`config.mk`:
```
export PLATFORM = sky130hd
export DESIGN_NAME = cnn_stream_tx
export DESIGN_NICKNAME = d
export VERILOG_FILES = /design/src/rtl/cnn_tx_pkg.sv /design/src/rtl/cnn_tx_frame_buf.sv /design/src/rtl/cnn_stream_tx.sv
export SDC_FILE = /design/constraint.sdc
export NUM_CORES = 1
export LEC_CHECK = 0
export ABC_AREA = 1
export CAP_MARGIN = 15
export CELL_PAD_IN_SITES_DETAIL_PLACEMENT = 0
export CELL_PAD_IN_SITES_GLOBAL_PLACEMENT = 2
export CORE_UTILIZATION = 46
export CTS_BUF_LIST = sky130_fd_sc_hd__clkbuf_8
export DETAILED_ROUTE_END_ITERATION = 8
export GPL_ROUTABILITY_DRIVEN = 0
export HOLD_SLACK_MARGIN = 0.02
export PLACE_DENSITY_LB_ADDON = 0.1
export SETUP_SLACK_MARGIN = 0.3
export SYNTH_ARGS = -nofsm -noshare
export SYNTH_HDL_FRONTEND = slang
export SYNTH_SLANG_ARGS = --single-unit
```
`constraint.sdc`:
```
create_clock -name clk -period 5.03 [get_ports clk]
set_input_delay 0.7545 -clock clk [delete_from_list [all_inputs] [get_ports clk]]
set_output_delay 0.7545 -clock clk [all_outputs]
set_load 0.005 [all_outputs]
```
`src/rtl/cnn_tx_pkg.sv`:
```
// Shared state type, word width and default sizing for the CNN stream initiator.
package cnn_tx_pkg;

   localparam int WORD_W        = 16;
   localparam int FRAME_LEN_DEF = 45;
   localparam int GAP_CYC_DEF   = 2;
   localparam int TIMEOUT_DEF   = 1000;

   typedef enum logic [2:0] {
      IDLE,
      LOAD,
      SEND,
      WAIT,
      RECV,
      GAP
   } tx_state_e;

endpackage

```
`src/rtl/cnn_tx_frame_buf.sv`:
```
// One-frame register file: host side writes through wrPtr, SEND side reads through rdPtr.
module cnn_tx_frame_buf import cnn_tx_pkg::*; #(
   parameter int FRAME_LEN = FRAME_LEN_DEF,
   parameter int PTR_W     = $clog2(FRAME_LEN + 1)
) (
   input  logic              clk,
   input  logic              rst,
   input  logic              wr_en_i,
   input  logic              wr_clr_i,
   input  logic [WORD_W-1:0] wr_data_i,
   input  logic              rd_en_i,
   input  logic              rd_clr_i,
   output logic [WORD_W-1:0] rd_data_o,
   output logic [PTR_W-1:0]  wr_ptr_o,
   output logic              full_o,
   output logic              rd_first_o,
   output logic              rd_last_o
);

   localparam logic [PTR_W-1:0] LastIdx = PTR_W'(FRAME_LEN - 1);
   localparam logic [PTR_W-1:0] FullCnt = PTR_W'(FRAME_LEN);

   logic [WORD_W-1:0] mem_q [FRAME_LEN];
   logic [PTR_W-1:0]  wrPtr_q, wrPtr_d;
   logic [PTR_W-1:0]  rdPtr_q, rdPtr_d;
   logic              wrFire;

   assign wrFire = wr_en_i && !full_o;

   always_comb begin
      wrPtr_d = wrPtr_q;
      rdPtr_d = rdPtr_q;
      if (wr_clr_i) begin
         wrPtr_d = '0;
      end else if (wrFire) begin
         wrPtr_d = wrPtr_q + 1'b1;
      end
      if (rd_clr_i) begin
         rdPtr_d = '0;
      end else if (rd_en_i) begin
         rdPtr_d = rdPtr_q + 1'b1;
      end
   end

   always_ff @(posedge clk or posedge rst) begin
      if (rst) begin
         wrPtr_q <= '0;
         rdPtr_q <= '0;
      end else begin
         wrPtr_q <= wrPtr_d;
         rdPtr_q <= rdPtr_d;
      end
   end

   // Storage is intentionally left unreset; only the pointers define validity.
   always_ff @(posedge clk) begin
      if (wrFire) begin
         mem_q[wrPtr_q] <= wr_data_i;
      end
   end

   assign rd_data_o  = mem_q[rdPtr_q];
   assign wr_ptr_o   = wrPtr_q;
   assign full_o     = (wrPtr_q == FullCnt);
   assign rd_first_o = (rdPtr_q == '0);
   assign rd_last_o  = (rdPtr_q == LastIdx);

endmodule

```
`src/rtl/cnn_stream_tx.sv`:
```
// CNN stream initiator: buffers a host frame, bursts it to the CNN, forwards the result burst.
// Optional WAIT-state response timeout is enabled by defining CNN_TX_TIMEOUT_EN.
module cnn_stream_tx import cnn_tx_pkg::*; #(
   parameter int FRAME_LEN = FRAME_LEN_DEF,
   parameter int GAP_CYC   = GAP_CYC_DEF
`ifdef CNN_TX_TIMEOUT_EN
  ,parameter int TIMEOUT   = TIMEOUT_DEF
`endif
) (
   input  logic              clk,
   input  logic              rst,
   input  logic              host_valid,
   output logic              host_ready,
   input  logic [WORD_W-1:0] host_data,
   input  logic              host_last,
   input  logic              host_opt,
   output logic              in_valid,
   output logic [WORD_W-1:0] in_data,
   output logic              opt,
   input  logic              out_valid,
   input  logic [WORD_W-1:0] out_data,
   output logic              res_valid,
   output logic [WORD_W-1:0] res_data,
   output logic              res_last,
   output logic [7:0]        res_cnt,
   output logic              err_len,
   output logic              err_proto,
   output logic              err_timeout
);

   localparam int              PtrW    = $clog2(FRAME_LEN + 1);
   localparam logic [PtrW-1:0] LastIdx = PtrW'(FRAME_LEN - 1);
   localparam int              GapW    = (GAP_CYC > 1) ? $clog2(GAP_CYC) : 1;
   localparam logic [GapW-1:0] GapLast = GapW'(GAP_CYC - 1);

   tx_state_e         state_q, state_d;
   logic              hostRdy, sending, listening;
   logic              accept, frameDone, lenErr, protoErr, capture, timeoutHit;
   logic              wrEn, wrClr, rdEn, rdClr;
   logic [WORD_W-1:0] rdData;
   logic [PtrW-1:0]   wrPtr;
   logic              bufFull, rdFirst, rdLast;
   logic              opt_q, resValid_q, errLen_q, errProto_q;
   logic [WORD_W-1:0] resData_q;
   logic [7:0]        burstCnt_q, resCnt_q;
   logic [GapW-1:0]   gapCnt_q;

   cnn_tx_frame_buf #(
      .FRAME_LEN (FRAME_LEN),
      .PTR_W     (PtrW)
   ) u_buf (
      .clk        (clk),
      .rst        (rst),
      .wr_en_i    (wrEn),
      .wr_clr_i   (wrClr),
      .wr_data_i  (host_data),
      .rd_en_i    (rdEn),
      .rd_clr_i   (rdClr),
      .rd_data_o  (rdData),
      .wr_ptr_o   (wrPtr),
      .full_o     (bufFull),
      .rd_first_o (rdFirst),
      .rd_last_o  (rdLast)
   );

   assign accept    = host_valid & hostRdy;
   assign frameDone = accept & (wrPtr == LastIdx);
   assign lenErr    = accept & host_last & ~frameDone;
   assign capture   = out_valid & listening;
   assign protoErr  = out_valid & ~listening;

   always_ff @(posedge clk or posedge rst) begin
      if (rst) begin
         state_q <= IDLE;
      end else begin
         state_q <= state_d;
      end
   end

   always_comb begin
      state_d = state_q;
      unique case (state_q)
         IDLE: begin
            if (frameDone)   state_d = SEND;
            else if (lenErr) state_d = IDLE;
            else if (accept) state_d = LOAD;
         end
         LOAD: begin
            if (frameDone)   state_d = SEND;
            else if (lenErr) state_d = IDLE;
         end
         SEND: if (rdLast) state_d = WAIT;
         WAIT: begin
            if (out_valid)       state_d = RECV;
            else if (timeoutHit) state_d = IDLE;
         end
         RECV: if (!out_valid) state_d = GAP;
         GAP:  if (gapCnt_q == GapLast) state_d = IDLE;
         default: state_d = IDLE;
      endcase
   end

   // host_ready is also masked by rst so every output reads 0 while reset is held.
   always_comb begin
      hostRdy   = 1'b0;
      sending   = 1'b0;
      listening = 1'b0;
      unique case (state_q)
         IDLE, LOAD: hostRdy   = 1'b1;
         SEND:       sending   = 1'b1;
         WAIT, RECV: listening = 1'b1;
         default:    ;
      endcase
      host_ready = hostRdy & ~rst;
      in_valid   = sending;
      in_data    = sending ? rdData : '0;
      opt        = sending & rdFirst & opt_q;
      res_last   = (state_q == RECV) & ~out_valid;
      wrEn       = accept;
      wrClr      = lenErr | (sending & rdLast);
      rdEn       = sending;
      rdClr      = sending & rdLast;
   end

   always_ff @(posedge clk or posedge rst) begin
      if (rst) begin
         opt_q      <= 1'b0;
         resValid_q <= 1'b0;
         resData_q  <= '0;
         burstCnt_q <= '0;
         resCnt_q   <= '0;
         gapCnt_q   <= '0;
         errLen_q   <= 1'b0;
         errProto_q <= 1'b0;
      end else begin
         if (accept && state_q == IDLE) begin
            opt_q <= host_opt;
         end
         resValid_q <= capture;
         resData_q  <= capture ? out_data : '0;
         if (capture) begin
            if (state_q == WAIT)           burstCnt_q <= 8'd1;
            else if (burstCnt_q != 8'hFF)  burstCnt_q <= burstCnt_q + 1'b1;
         end
         if (state_q == RECV && !out_valid) begin
            resCnt_q <= burstCnt_q;
         end
         gapCnt_q   <= (state_q == GAP) ? gapCnt_q + 1'b1 : '0;
         errLen_q   <= lenErr;
         errProto_q <= protoErr;
      end
   end

`ifdef CNN_TX_TIMEOUT_EN
   localparam int             ToW    = (TIMEOUT > 1) ? $clog2(TIMEOUT) : 1;
   localparam logic [ToW-1:0] ToLast = ToW'(TIMEOUT - 1);

   logic [ToW-1:0] waitCnt_q;
   logic           errTimeout_q;

   assign timeoutHit = (state_q == WAIT) & ~out_valid & (waitCnt_q == ToLast);

   always_ff @(posedge clk or posedge rst) begin
      if (rst) begin
         waitCnt_q    <= '0;
         errTimeout_q <= 1'b0;
      end else begin
         waitCnt_q    <= (state_q == WAIT) ? waitCnt_q + 1'b1 : '0;
         errTimeout_q <= timeoutHit;
      end
   end

   assign err_timeout = errTimeout_q;
`else
   assign timeoutHit  = 1'b0;
   assign err_timeout = 1'b0;
`endif

   assign res_valid = resValid_q;
   assign res_data  = resData_q;
   assign res_cnt   = resCnt_q;
   assign err_len   = errLen_q;
   assign err_proto = errProto_q;

endmodule

```
# After elaboration in Yosys (flattened, before gate mapping)
# Memories as Yosys holds them, arrays and structs flattened.
# Cells that the tools add are included.
# Widths: inputs -> output; s select.
[word_totals]
ff_bits = 52
latchBits = 0
ram_bits = 720
mem_bits_ro = 0
elab_cells = 85
mem_count = 1
[memory_table]
columns = ["name", "depth", "width", "rd", "rd_ports_with_merged_regs", "write_ports", "line", "source"]
rows = [
  ["u_buf.mem_q", 45, 16, 1, 0, 1, "cnn_tx_frame_buf.sv:23", "logic [WORD_W-1:0] mem_q [FRAME_LEN];"],
]
[classes]
addsub = 4
n_mul = 0
div = 0
n_lt_le_gt_ge = 0
eq_ne = 15
shift = 0
n_mux = 24
n_bitwise = 16
n_reduce_logical = 14
[ops]
columns = ["cell", "count"]
rows = [
  ["$mux 16", 2],
  ["$mux 3", 9],
  ["$mux 6", 4],
  ["$eq 6x6->1 const B", 3],
  ["$pmux 3 s6", 1],
  ["$mux 8", 2],
  ["$add 6x1->6 const B", 2],
  ["$and 1x1->1", 11],
  ["$add 8x1->8 const B", 1],
  ["$ne 2x2->1 const B", 4],
  ["$ne 8x8->1 const B", 1],
  ["$eq 3x2->1 const B", 2],
  ["$eq 3x3->1 const B", 2],
  ["$logic_not 6->1", 1],
  ["$mux 1", 6],
  ["$reduce_and 6->1", 1],
  ["$reduce_bool 2->1", 3],
  ["$ne 4x4->1 const B", 1],
  ["$not 1->1", 4],
  ["$reduce_or 2->1", 2],
  ["$eq 3x1->1 const B", 1],
  ["$logic_and 1x1->1", 3],
  ["$logic_not 3->1", 1],
  ["$ne 3x3->1 const B", 1],
  ["4 further kinds", 5],
]

# Longest topological paths before layout
[depth]
depth_word = 10
mapped_depth = 13
ltp_nobuf = 11

# By module
# A second synthesis with hierarchy kept.
[hier_totals]
hier_cells = 3353
area_unflattened_um2 = 33570.9
[modules_own_cells]
columns = ["mod", "n_inst", "cells_per_inst", "area_each_um2"]
rows = [
  ["cnn_tx_frame_buf", 1, 3107, 31574.0],
  ["cnn_stream_tx", 1, 246, 1996.9],
]

# Worst setup path after synthesis
# Ideal clock, no wire load.
[synth_timing]
path_type = "register to register"
from = "register state_q[0]"
to = "memory u_buf.mem_q[23][0] (enable)"
setup_time_ns = 0.430
t_arrival_ns = 2.751
required_time_ns = 4.600
path_slack_ns = 1.849
path_stages_with_launch = 9
synth_period_minus_slack_ns = 3.181
cell_sequence = "dfrtp_1 -> buf_4 -> nor2_2 -> nand2_2 -> nand2_2 -> nand3_2 -> inv_4 -> nand3_4 -> nor4_1"
[synth_between]
elab_chain_cells = 7
[synth_lines]
columns = ["element", "line", "source"]
rows = [
  ["start: declaration", "cnn_stream_tx.sv:36", "tx_state_e state_q, state_d;"],
  ["start signal: assignment", "cnn_stream_tx.sv:76", "state_q <= state_d;"],
  ["$eq 3x1->1 or $logic_not 3->1 (tied branches)", "cnn_stream_tx.sv:108", "unique case (state_q)"],
  ["$reduce_or 2->1 (*)", "cnn_stream_tx.sv:108", ""],
  ["$mux 1 (*)", "cnn_stream_tx.sv:108", ""],
  ["$and 1x1->1 (*)", "cnn_stream_tx.sv:66", "assign accept = host_valid & hostRdy;"],
  ["$logic_and 1x1->1 (*)", "cnn_tx_frame_buf.sv:28", "assign wrFire = wr_en_i && !full_o;"],
  ["$mux 1 (*)", "cnn_tx_frame_buf.sv:57", "if (wrFire) begin"],
  ["$mux 1 (not written as such) (*)", "cnn_tx_frame_buf.sv:58", "mem_q[wrPtr_q] <= wr_data_i;"],
  ["end: declaration", "cnn_tx_frame_buf.sv:23", ""],
]
# Mark *: on every way between the ends. The rest lies on a longest branch, timed or not.

# Worst setup path in the final report
[layout_timing]
from = "register u_buf.rdPtr_q[0]"
to = "output in_data[13]"
[layout_between]
elab_chain_cells = 2
[layout_lines]
columns = ["element", "line", "source"]
rows = [
  ["start: declaration", "cnn_tx_frame_buf.sv:25", "logic [PTR_W-1:0] rdPtr_q, rdPtr_d;"],
  ["start signal: assignment", "cnn_tx_frame_buf.sv:51", "rdPtr_q <= rdPtr_d;"],
  ["$mem_v2 45x16", "--", ""],
  ["$mux 16", "cnn_stream_tx.sv:116", "in_data = sending ? rdData : '0;"],
  ["end: declaration", "cnn_stream_tx.sv:18", "output logic [WORD_W-1:0] in_data,"],
]
# Every way passes these cells.

==> results.sh <==
export IMPL_grt_pass1_wl_um=140000
export IMPL_met3_usage=0.0577
export IMPL_netlist_top_cell_by_area="edfxtp_1"
export IMPL_core_area_mm2=0.0719
export IMPL_async_reset_ff_frac=0.0674
export IMPL_grt_use_total=0.258
export IMPL_timing_fmax_mhz=219
export IMPL_final_max_slew_viol_count=0
export IMPL_drc=0
export IMPL_synth_top_area_frac=0.645
export IMPL_cts_tree="done"
export IMPL_p_leak_nw=16.4
export IMPL_p_clk_frac=0.376
export IMPL_cts_sinks=772
export IMPL_post_cts_buffers=0
export IMPL_drive_gt1_frac=0.0922
export IMPL_crit_type="reg2out"
export IMPL_start_util=0.467
export IMPL_nets=3502
export IMPL_busiest_layer="met2"
export IMPL_comb_power_share=0.110
export IMPL_r2r_slack_ns=2.49
export IMPL_swShare=0.264
export IMPL_grt_max_degree=140
export IMPL_ant_nets=0
export IMPL_clock_path_buffers=3
export IMPL_hold_viol=0
export IMPL_die_h_um=272
export IMPL_num_vias=22900
export IMPL_io_buffers=84
export IMPL_met1_usage=0.357
export IMPL_drt_iter0_markers=1965
export IMPL_wl_um=93600
export IMPL_end_kind="primary output"
export IMPL_min_path_type="reg2reg"
export IMPL_fin_setup_tns_ns=0
export IMPL_path_clk_slew_ns=0.05
export IMPL_syn_num_nets=3332
export IMPL_io_pins=86
export IMPL_post_drt_wl_per_cell_um=20.8
export IMPL_post_cts_resized=3
export IMPL_crit_fanout=67
export IMPL_start_kind="flop"
export IMPL_synth_most_common_cell="nand2_1"
export IMPL_setup_violations=0
export IMPL_clk_latency_ns=0.77
export IMPL_synth_cell_area_mm2=0.0335
export IMPL_p_int_w=0.0106
export IMPL_worst_ep_arrival_time_ns=3.81
export IMPL_fin_crit_sh=0.908
export IMPL_cts_hold_buf=0
export IMPL_yosys_top_cells_count="nand2_1, edfxtp_1, inv_1"
export IMPL_relSlewSlack=0.224
export IMPL_rsz0062_at_grt="yes"
export IMPL_cap_violations=0
export IMPL_root_buffer="clkbuf_8"
export IMPL_ys_seq_area_frac=0.684
export IMPL_hold_ws_ns=0.475
export IMPL_power_switching_w=0.00378
export IMPL_grt_pass1_vias=22200
export IMPL_die_area_mm2=0.0740
export IMPL_status="completed"
export IMPL_dp_hpwl_um=54200
export IMPL_ys_flop_type="edfxtp_1"
export IMPL_synth_warning_count=0
export IMPL_synth_cell_types=39
export IMPL_synth_edff_count=720
export IMPL_p_seq_frac=0.513
export IMPL_grt_overflow_total=0
export IMPL_synth_seq_cells=772
export IMPL_powerDensity_mw_per_mm2=377
export IMPL_fill_cells=6584
export IMPL_synthTopCellsByArea="edfxtp_1, nand2_1, inv_1"
export IMPL_synthCells=3288
export IMPL_peakVddDrop_uv=269
export IMPL_avgSynthCellArea_um2=10.2
export IMPL_cts_made_buffers=134
export IMPL_clock_skew_ns=0.0239
export IMPL_rows=98
export IMPL_h_tree_depth=4
export IMPL_antenna_found_initial=3
export IMPL_vias_per_cell=5.06
export IMPL_layout_min_cycle_time_ns=4.57
export IMPL_first_pass_iters=5
export IMPL_use_met2=0.405
export IMPL_worstPathRequired_ns=4.28
export IMPL_syn2layout_area_growth_pct=13.5
export IMPL_die_w_um=272
export IMPL_tightest_slew_ns=1.16
==> cell families (layout without fill, tap and decap cells) <==
logic type,count (synthesis),count (layout),synth area share
AOI/OAI and AO/OA,141,141,0.0214
other,1,4,0.000112
and+or+nand+nor,1712,1712,0.209
DFF,772,772,0.684
buffers and inverters,652,923,0.0826
adders and majority gates,6,6,0.00224
muxes,1,1,0.000336
xor gates and xnor gates,3,3,0.000784
==> state kept, by name, summed over array words and instances, names as in the netlist <==
name            flops
u_buf.mem_q       720
res_data           16
burstCnt_q          8
res_cnt             8
u_buf.rdPtr_q       6
u_buf.wr_ptr_o      6
state_q             3
err_len             1
err_proto           1
gapCnt_q            1
opt_q               1
res_valid           1
==> power groups by stage <==
stage | registers [W] | clock network [W] | logic, W
2_1_floorplan | 0.00745 | 0 | 0.000946
4_1_cts | 0.00736 | 0.00552 | 0.00159
6_report | 0.00736 | 0.00540 | 0.00158
5_1_grt | 0.00738 | 0.00578 | 0.00176
3_5_place_dp | 0.00749 | 0 | 0.00158
3_3_place_gp | 0.00748 | 0 | 0.00157
==> placed cells by master (no fill, tap or decap), types with 30 or more instances in the layout <==
master	synthesis	layout
edfxtp_1	720	720
buf_4	23	86
o21ai_1	23	30
dfrtp_1	52	50
nor2_1	132	126
inv_1	496	536
nand3_1	298	298
clkbuf_8	0	144
o21ai_0	108	101
clkinv_1	0	30
nand2_1	1234	1234
clkdlybuf4s50_1	0	68
==> path summary, 6_finish.rpt <==
| kind | start | endpoint | cells after the start |
|---|---|---|---|
| max | u_buf.rdPtr_q[0] | in_data[13] | 13 |
| min in group asynchronous | rst | res_cnt[5] | 3 |
| max reg2reg | u_buf.rdPtr_q[0] | u_buf.wr_ptr_o[1] | 10 |
| min | res_cnt[4] | res_cnt[4] | 2 |
| min reg2reg | res_cnt[4] | res_cnt[4] | 2 |
| max in group asynchronous | rst | u_buf.rdPtr_q[0] | 3 |
==> layout make-up <==
class | count | area (µm²) | area share
clock buffer | 144 | 1980 | 0.0521
antenna | 3 | 7.51 | 0.000197
tap | 950 | 1190 | 0.0312
timing repair buffer | 183 | 1660 | 0.0436
sequential | 772 | 22900 | 0.602
clock inverter | 93 | 504 | 0.0132
inverter | 503 | 1910 | 0.0501
multi-input combinational | 1864 | 7880 | 0.207
==> critical path, stage by stage (launching register included) <==
cell and delay, ns:
dfrtp_4 0.52, clkinv_8 0.28, buf_4 0.31, nand2_1 0.07, nand2_1 0.05, nand2_1 0.06, o21ai_1 0.07, nand2_1 0.11
nand2_1 0.07, o21ai_0 0.64, nand3_1 0.22, nand2_1 0.13, inv_1 0.04, clkdlybuf4s50_1 0.43
==> layer usage <==
| layer | up-vias | wire, µm | part of all wire |
|---|---|---|---|
| li1 | 10900 | - | - |
| met1 | 11000 | 40800 | 0.44 |
| met2 | 757 | 43100 | 0.46 |
| met3 | 141 | 7160 | 0.076 |
| met4 | 2 | 2490 | 0.027 |
| met5 | - | 8 | 0.000085 |
==> stage by stage <==
step                area (µm²)   util  instances  power (W)  setup WS, ns
CTS                      38000  0.530       4509     0.0145         0.303
finish                   38100  0.530       4512     0.0143         0.462
floorplan                33500      -       3288    0.00840          1.85
global route             38100  0.530       4510     0.0149         0.243
detailed placement       35600  0.495       4272    0.00907          1.05
global placement         35600  0.495       4272    0.00905          1.05
(Power assumes the default switching activity.)
